`src/rtl/game_sequencer.sv`:
```
// game_sequencer: game-phase controller for the player sprite's position engine.
// Phase flow is idle -> countdown -> run -> hit -> game over. All decisions are
// taken on i_frame strobes, and every output is registered, so outputs change
// on the clock after the strobe and hold for the rest of the frame.
module game_sequencer #(
   parameter int POS_DIGIT         = 16,
   parameter int SPEED_INIT        = 2,
   parameter int SPEED_MAX         = 8,
   parameter int SPEED_STEP_FRAMES = 600,
   parameter int COUNTDOWN_FRAMES  = 180,
   parameter int HIT_FRAMES        = 90,
   parameter int JUMP_HEIGHT       = 15,
   parameter int FLOOR_INIT        = 64
) (
   input  logic                 i_clk_pix,
   input  logic                 i_rst_n,
   input  logic                 i_frame,
   input  logic                 i_btn_start,
   input  logic                 i_btn_jump,
   input  logic                 i_collide,
   input  logic                 i_spr_jumping,
   output logic                 o_spr_rst_n,
   output logic [5:0]           o_ctrl,
   output logic [15:0]          o_speed,
   output logic [POS_DIGIT-1:0] o_jump_height,
   output logic [POS_DIGIT-1:0] o_floor,
   output logic [15:0]          o_score,
   output logic [2:0]           o_state,
   output logic                 o_run
);

   typedef enum logic [2:0] {
      ST_IDLE  = 3'd0,
      ST_COUNT = 3'd1,
      ST_RUN   = 3'd2,
      ST_HIT   = 3'd3,
      ST_OVER  = 3'd4
   } state_t;

   // Terminal counts: the counter runs 0..N-1, so a phase lasts exactly N frames.
   localparam logic [15:0] LP_CD_LAST    = 16'(COUNTDOWN_FRAMES - 1);
   localparam logic [15:0] LP_STEP_LAST  = 16'(SPEED_STEP_FRAMES - 1);
   localparam logic [15:0] LP_HIT_LAST   = 16'(HIT_FRAMES - 1);
   localparam logic [15:0] LP_SPEED_INIT = 16'(SPEED_INIT);
   localparam logic [15:0] LP_SPEED_MAX  = 16'(SPEED_MAX);

   state_t      r_state;
   logic [15:0] r_cnt;
   logic [15:0] r_speed;
   logic [15:0] r_score;
   logic        r_spr_rst_n;
   logic        r_ctrl_right;
   logic        r_jump_pend;
   logic        r_run;
   logic        r_start_q;
   logic        r_jump_q;

   logic        w_start_press;
   logic        w_jump_press;

   // Increment that sticks at a ceiling; used for both score and speed.
   function automatic logic [15:0] f_sat_inc(input logic [15:0] i_val,
                                             input logic [15:0] i_lim);
      return (i_val >= i_lim) ? i_lim : i_val + 16'd1;
   endfunction

   // Presses are rising edges against the previous frame's sample; only
   // meaningful on strobe cycles, which is where they are consumed.
   assign w_start_press = i_btn_start & ~r_start_q;
   assign w_jump_press  = i_btn_jump  & ~r_jump_q;

   // Phase FSM with registered outputs; the state only moves on strobes,
   // except for recovery from an illegal encoding.
   always_ff @(posedge i_clk_pix) begin
      if (!i_rst_n) begin
         r_state      <= ST_IDLE;
         r_cnt        <= 16'd0;
         r_speed      <= 16'd0;
         r_score      <= 16'd0;
         r_spr_rst_n  <= 1'b0;
         r_ctrl_right <= 1'b0;
         r_jump_pend  <= 1'b0;
         r_run        <= 1'b0;
         r_start_q    <= 1'b0;
         r_jump_q     <= 1'b0;
      end else begin
         if (i_frame) begin
            r_start_q <= i_btn_start;
            r_jump_q  <= i_btn_jump;
         end
         case (r_state)
            ST_IDLE: begin
               if (i_frame && w_start_press) begin
                  r_state     <= ST_COUNT;
                  r_cnt       <= 16'd0;
                  r_score     <= 16'd0;
                  r_spr_rst_n <= 1'b1;
               end
            end
            ST_COUNT: begin
               if (i_frame) begin
                  if (r_cnt == LP_CD_LAST) begin
                     // Jump is never looked at here, so the first RUN frame is jump-free.
                     r_state      <= ST_RUN;
                     r_cnt        <= 16'd0;
                     r_speed      <= LP_SPEED_INIT;
                     r_ctrl_right <= 1'b1;
                     r_run        <= 1'b1;
                  end else begin
                     r_cnt <= r_cnt + 16'd1;
                  end
               end
            end
            ST_RUN: begin
               if (i_frame) begin
                  if (i_collide) begin
                     // Collision outranks a same-strobe jump and the score tick.
                     r_state      <= ST_HIT;
                     r_cnt        <= 16'd0;
                     r_speed      <= 16'd0;
                     r_ctrl_right <= 1'b0;
                     r_jump_pend  <= 1'b0;
                     r_run        <= 1'b0;
                  end else begin
                     r_score     <= f_sat_inc(r_score, 16'hFFFF);
                     // One-frame jump pulse; presses while airborne are dropped, not queued.
                     r_jump_pend <= w_jump_press & ~i_spr_jumping;
                     if (r_cnt == LP_STEP_LAST) begin
                        r_cnt   <= 16'd0;
                        r_speed <= f_sat_inc(r_speed, LP_SPEED_MAX);
                     end else begin
                        r_cnt <= r_cnt + 16'd1;
                     end
                  end
               end
            end
            ST_HIT: begin
               if (i_frame) begin
                  if (r_cnt == LP_HIT_LAST) begin
                     r_state <= ST_OVER;
                  end else begin
                     r_cnt <= r_cnt + 16'd1;
                  end
               end
            end
            ST_OVER: begin
               // Score is left alone so the final result stays visible in IDLE.
               if (i_frame && w_start_press) begin
                  r_state     <= ST_IDLE;
                  r_spr_rst_n <= 1'b0;
               end
            end
            default: begin
               r_state      <= ST_IDLE;
               r_cnt        <= 16'd0;
               r_speed      <= 16'd0;
               r_spr_rst_n  <= 1'b0;
               r_ctrl_right <= 1'b0;
               r_jump_pend  <= 1'b0;
               r_run        <= 1'b0;
            end
         endcase
      end
   end

   assign o_spr_rst_n   = r_spr_rst_n;
   assign o_ctrl        = {1'b0, r_jump_pend, 3'b000, r_ctrl_right};
   assign o_speed       = r_speed;
   assign o_score       = r_score;
   assign o_state       = r_state;
   assign o_run         = r_run;
   assign o_jump_height = POS_DIGIT'(JUMP_HEIGHT);
   assign o_floor       = POS_DIGIT'(FLOOR_INIT);

endmodule

```
`config.mk`:
```
export PLATFORM = sky130hd
export DESIGN_NAME = game_sequencer
export DESIGN_NICKNAME = d
export VERILOG_FILES = /design/src/rtl/game_sequencer.sv
export SDC_FILE = /design/constraint.sdc
export NUM_CORES = 1
export LEC_CHECK = 0
export ABC_AREA = 1
export ABC_CLOCK_PERIOD_IN_PS = 2750
export BUFFER_PORTS_ARGS = -buffer_cell sky130_fd_sc_hd__buf_4
export CAP_MARGIN = 20
export CORE_MARGIN = 2
export CORE_UTILIZATION = 30
export DETAILED_ROUTE_END_ITERATION = 7
export HOLD_SLACK_MARGIN = 0.08
export SYNTH_ARGS = -nofsm -noshare
export SYNTH_HDL_FRONTEND = slang
export SYNTH_SLANG_ARGS = --single-unit
```
`constraint.sdc`:
```
create_clock -name i_clk_pix -period 2.75 [get_ports i_clk_pix]
set_clock_uncertainty 0.15 [all_clocks]
set_input_delay 0.275 -clock i_clk_pix [delete_from_list [all_inputs] [get_ports i_clk_pix]]
set_output_delay 0.275 -clock i_clk_pix [all_outputs]
set_load 0.03 [all_outputs]
```
==> out/metrics.cfg, run 1 <==
[clock_network]
path_clk_slew_ns=0.08
cts_root_buf=clkbuf_16
htreeDepth=2
cts_sinks=56
clk_latency_ns=0.30
post_cts_buffers=0
cts_tree=built
clock_path_buffers=2
numCtsBuffers=5

[global_routing]
overflow=0
grt_start_max_net_pins=38
grt.met2_usage=0.234
grt.met3_usage=0.0265
grt.busiest_layer=met2
antenna_found_initial=0
grt_pass1_vias=3165
use_met1=0.170
grtUsageTotal=0.136
grt_pass1_wl_um=14400

[power]
p_leak_uw=0.00167
total_power_uw=2790
peakVddDrop_v=0.000455
p_per_area_nw_per_um2=704

[drt]
ant_nets=0
routed_wl_um=8240
post_drt_wl_per_cell_um=11.3
drt-initial-drc-count=256
first_pass_iters=4
via_count=3345
vias_per_cell=4.57
drc=0

[final_layout]
final-instance-count-excl-fill=732
layout-drive-gt1-share=0.139
fillers=1270
diodes=0
area_growth_pct=12.8
final_nets=600

[sta]
max_freq_mhz=450
setup_viol=0
holdWs_ns=0.114
min_period_over_period=0.808
finalSetupTns_ns=0
fin_ws_ns=0.528
maxSlewViolCount=0
timing.max_slew.rel_slack=0.549
rsz0062_at_grt=no
period_needed_ns=2.22
worstMarginPinSlew_ns=0.676
finalHoldViolCount=0

[die]
initial_core_util=0.307
die_h_um=112
die_x_um=112
core_area_um2=11400
die-area_um2=12600
ioPinCount=82
std_cell_rows=39

[synth]
synth_top_area_cell=dfxtp_1
yosysWarningCount=0
synth_area_per_cell_um2=6.37
synth_seq_cells=56
ys_seq_area_frac=0.320
ys_top_cells_by_area=dfxtp_1 32%, nand2_1 17%, nor2_1 9.7%
synthCells=551
netlist.area_leader.share=0.320
synth.distinct_cells=34
synth_area_um2=3510

[place]
dp_slack_ns=0.527
place.gp.congestion=0.907
portBuffers=45
dp_hpwl_um=6150
dpl.cell_count=723

[worst_hold_path]
worstHoldPathType=in -> reg

[setup_path]
endpoint_kind=register
worst-path-max-fanout=15
setup.worst_path.class=reg -> reg
start_kind=register
critPathRequiredTime_ns=2.83
arrival_ns=2.30

[run_status]
status=finished clean

[job]
maxCapViolations=0

-- layout make-up --
class                           instances  area, um^2  share of cell area
Clock buffer                            5         125              0.0316
Multi-Input combinational cell        430        1970               0.499
Timing Repair Buffer                   46         348              0.0879
Tap cell                              143         179              0.0452
Sequential cell                        56        1120               0.283
Clock inverter                          3        25.0             0.00632
Inverter                               49         186              0.0471
-- path summary, 6_finish.rpt --
path	from	end	slack, ns	cells past startpoint
min reg2reg	o_speed[10]$_SDFFE_PN0P_	o_speed[10]$_SDFFE_PN0P_	0.31	2
min	i_frame	r_jump_q$_SDFFE_PN0P_	0.11	3
max	o_score[0]$_SDFFE_PN0P_	o_score[11]$_SDFFE_PN0P_	0.53	7
max reg2reg	o_score[0]$_SDFFE_PN0P_	o_score[11]$_SDFFE_PN0P_	0.53	7
-- synthesized netlist by cell type (all sizes together) --
cell type and n:
clkbuf 4, nand3 38, o21bai 1, nor2 99, o2111ai 1, buf 46
o21ai 15, nand2 166, nor3 11, inv 49, ha 5, nand3b 1
or2 1, conb 2, dfxtp 56, a21oi 30, xnor2 2, nand4 16
a31oi 2, xor2 5, o31ai 1
-- power breakdown --
part           switching, uW  leakage, uW  internal, uW
Clock                    322    0.0000708           345
Sequential              93.7     0.000453           888
Combinational            819      0.00115           321
Total                   1230      0.00167          1550
-- placed cells by master, fill, tap and decap left out, drive strengths merged --
cell	n
nand2	166
nor2	99
dfxtp	56
inv	51
buf	45
nand3	38
conb	36
a21oi	30
nand4	16
o21ai	15
nor3	11
xor2	5
ha	5
clkbuf	5
a31oi	2
xnor2	2
o21bai	1
o31ai	1
o2111ai	1
or2	1
nand3b	1
clkinvlp	1
dlygate4sd3	1
-- critical path, stage by stage (launching register included) --
cell and delay (ns):
dfxtp_1 0.41, ha_1 0.23, nand2_1 0.11, nor2_1 0.21
nand4_1 0.55, nand3_1 0.28, nand2_1 0.07, a21oi_1 0.13
-- sequential cells by signal, summed over array words and instances, names as in the netlist --
register and cells:
o_score 16, o_speed 16, r_cnt 16, o_state 3
o_run 1, o_spr_rst_n 1, r_jump_pend 1, r_jump_q 1
r_start_q 1
-- cell families after synthesis --
| group | share of synthesized area |
|---|---|
| xor+xnor | 0.0175 |
| flops | 0.320 |
| fa+ha+maj | 0.0178 |
| compound gates | 0.0756 |
| other cells | 0.00214 |
| buf+inv | 0.154 |
| simple gates | 0.413 |
-- routing by layer --
| layer | share of wire | wire length [um] |
|---|---|---|
| met1 | 0.47 | 3840 |
| met2 | 0.47 | 3880 |
| met3 | 0.043 | 357 |
| met4 | 0.020 | 165 |
| met5 | 0 | 0 |
-- through the flow --
| step | instance area, um^2 | util |
|---|---|---|
| final | 3960 | 0.347 |
| after global routing | 3960 | 0.347 |
| after CTS | 3960 | 0.347 |
| after detailed placement | 3800 | 0.333 |
| after global placement | 3800 | 0.333 |
| after floorplan | 3640 | - |
-- timing repair --
item | CTS | global route
hold buffers | 1 | 0
endpoints found under the setup margin | 0 | 0
gates resized for setup | 0 | 0
endpoints found under the hold margin | 1 | 0
Power figures use the tool's default switching activity.
==> inputs of run 2 (changes only) <==
ABC_CLOCK_PERIOD_IN_PS = 2150   (was 2750)
clock period = 2.15 ns   (was 2.75 ns; I/O delays follow)
==> run 2 against run 1 <==
Against the previous run: sequential share of layout area down 0.53 points; hold slack worse by 0.010 ns; clock power up 25%; critical endpoint is now r_cnt[6]$_SDFFE_PN0P_.
==> out/metrics.cfg, run 2 (synthesis results as in run 1) <==
[final_layout]
final_util=0.354  ; was 0.347
layout-drive-gt1-share=0.154  ; was 0.139
diodes=0  ; unchanged
final_cell_area_um2=4040  ; was 3960 um^2
layout.cells.most_common=nand2_1  ; unchanged
area_growth_pct=15.1  ; was 12.8%
final_nets=609  ; was 600
layout_common_cells=160 x nand2_1, 90 x nor2_1, 55 x dfxtp_1  ; was 160 x nand2_1, 91 x nor2_1, 56 x dfxtp_1

[clock_network]
clock_path_buffers=2  ; unchanged
clk_latency_ns=0.30  ; about the same
cts_sinks=56  ; unchanged
htreeDepth=2  ; unchanged
cts_root_buf=clkbuf_16  ; unchanged
cts_tree=built  ; unchanged
path_clk_slew_ns=0.08  ; about the same
numCtsBuffers=5  ; unchanged

[global_routing]
grt_pass1_wl_um=14800  ; was 14400 um
grt_start_max_net_pins=23  ; was 38
grtUsageTotal=0.140  ; was 0.136
grt_pass1_vias=3261  ; was 3165
antenna_found_initial=0  ; unchanged
overflow=0  ; unchanged

[drt]
routed_wl_um=8500  ; was 8240 um
drc=0  ; unchanged
post_drt_wl_per_cell_um=11.5  ; was 11.3 um
vias_per_cell=4.64  ; was 4.57
drt-initial-drc-count=215  ; was 256
ant_nets=0  ; unchanged
first_pass_iters=4  ; unchanged
via_count=3436  ; was 3345

[setup_path]
start_kind=register  ; unchanged
worst-path-max-fanout=6  ; was 15
slowest_stage=dfxtp_1  ; was nand4_1
endpoint_kind=register  ; unchanged
cpMostUsedCell=nand2_1  ; unchanged
arrival_ns=1.96  ; was 2.30 ns
slowest_delay_ns=0.39  ; was 0.55 ns
path_delay_family=simple AND/OR/NAND/NOR gates  ; unchanged
critPathBufInv=2  ; was 0
critPathRequiredTime_ns=2.18  ; was 2.83 ns
setup.worst_path.class=reg -> reg  ; unchanged
crit_chain=ha_1 -> nand2_1 -> inv_1 -> nand2_1 -> nor2_1 -> nand2_1 -> nand2_4 -> nand3_2 -> buf_4 -> o21ai_0 -> a21oi_1  ; was ha_1 -> nand2_1 -> nor2_1 -> nand4_1 -> nand3_1 -> nand2_1 -> a21oi_1

[die]
die_x_um=112  ; unchanged
ioPinCount=82  ; unchanged
die-area_um2=12600  ; unchanged
core_area_um2=11400  ; unchanged
initial_core_util=0.307  ; unchanged
die_h_um=112  ; unchanged
std_cell_rows=39  ; unchanged

[place]
portBuffers=45  ; unchanged
place.gp.congestion=0.899  ; was 0.907
dp_hpwl_um=6450  ; was 6150 um
dp_slack_ns=0.195  ; was 0.527 ns
dpl_cell_area_um2=3860  ; was 3800 um^2

[sta]
rsz0062_at_grt=no  ; unchanged
finalSetupTns_ns=0  ; unchanged
worstMarginPinSlew_ns=0.515  ; was 0.676 ns
timing.max_slew.rel_slack=0.654  ; was 0.549
maxSlewViolCount=0  ; unchanged
fin_ws_ns=0.225  ; was 0.528 ns
period_needed_ns=1.93  ; was 2.22 ns
min_period_over_period=0.896  ; was 0.808
finalHoldViolCount=0  ; unchanged
setup_viol=0  ; unchanged
max_freq_mhz=519  ; was 450 MHz

[run_status]
status=finished clean  ; unchanged

[worst_hold_path]
worstHoldPathType=in -> reg  ; unchanged

[power]
p_seq_frac=0.347  ; was 0.352
p_leak_uw=0.00172  ; was 0.00167 uW
peakVddDrop_v=0.000638  ; was 0.000455 V
p_comb_frac=0.422  ; was 0.409
p_per_area_nw_per_um2=897  ; was 704 nW/um^2
p_switching_uw=1600  ; was 1230 uW
p_clk_frac=0.231  ; was 0.239
swShare=0.441  ; was 0.443
p_int_uw=2030  ; was 1550 uW

[job]
maxCapViolations=0  ; unchanged

run 2: power groups by stage:
| stage | sequential (uW) | combinational (uW) | clock (uW) |
|---|---|---|---|
| after global placement | 1280 | 1480 | 0 |
| after global routing | 1280 | 1700 | 903 |
| after CTS | 1260 | 1520 | 864 |
| final | 1260 | 1530 | 837 |
| after floorplan | 1390 | 1110 | 0 |
| after detailed placement | 1280 | 1500 | 0 |
run 2: worst reg2reg max path: cells and delay by family (launching register included):
kind            cells  cell delay [ns]
compound gates      2             0.15
simple gates        6             0.60
flops               1             0.39
buf+inv             2             0.28
fa+ha+maj           1             0.24
run 2: per-stage QoR:
stage	cells	total power [uW]	hold WS [ns]
final	741	3620	0.103
after global routing	741	3880	0.120
after CTS	741	3640	0.0977
after detailed placement	731	2780	0.297
after global placement	731	2750	0.292
after floorplan	585	2500	0.200
run 2: worst paths after layout:
| path | from | endpoint | slack [ns] | depth (start not counted) |
|---|---|---|---|---|
| worst max-delay path | r_cnt[1]$_SDFFE_PN0P_ | r_cnt[6]$_SDFFE_PN0P_ | 0.22 | 11 |
| worst min-delay path | i_btn_start | r_start_q$_SDFFE_PN0P_ | 0.10 | 3 |
| worst max register to register | r_cnt[1]$_SDFFE_PN0P_ | r_cnt[6]$_SDFFE_PN0P_ | 0.22 | 11 |
| worst min register to register | o_speed[9]$_SDFFE_PN0P_ | o_speed[9]$_SDFFE_PN0P_ | 0.31 | 2 |
run 2: cell type report:
class                           instances  area (um^2)
Sequential cell                        56         1120
Tap cell                              143          179
Multi-Input combinational cell        430         1990
Clock buffer                            5          125
Fill cell                            1246         7380
Timing Repair Buffer                   55          418
Inverter                               49          186
Clock inverter                          3         22.5
run 2: what timing repair did:
item,in CTS,in global routing
hold buffers,2,0
buffers inserted,0,0
setup endpoints to repair,0,2
resized for setup,0,3
hold endpoints to repair,2,0
run 2: per-layer routing:
metal	track usage	routed length [um]	vias to the layer above
met3	0.0281	436	13
met1	0.177	3850	1555
met4	0.0561	172	0
met5	0	0	-
li1	-	-	1765
met2	0.236	4040	103
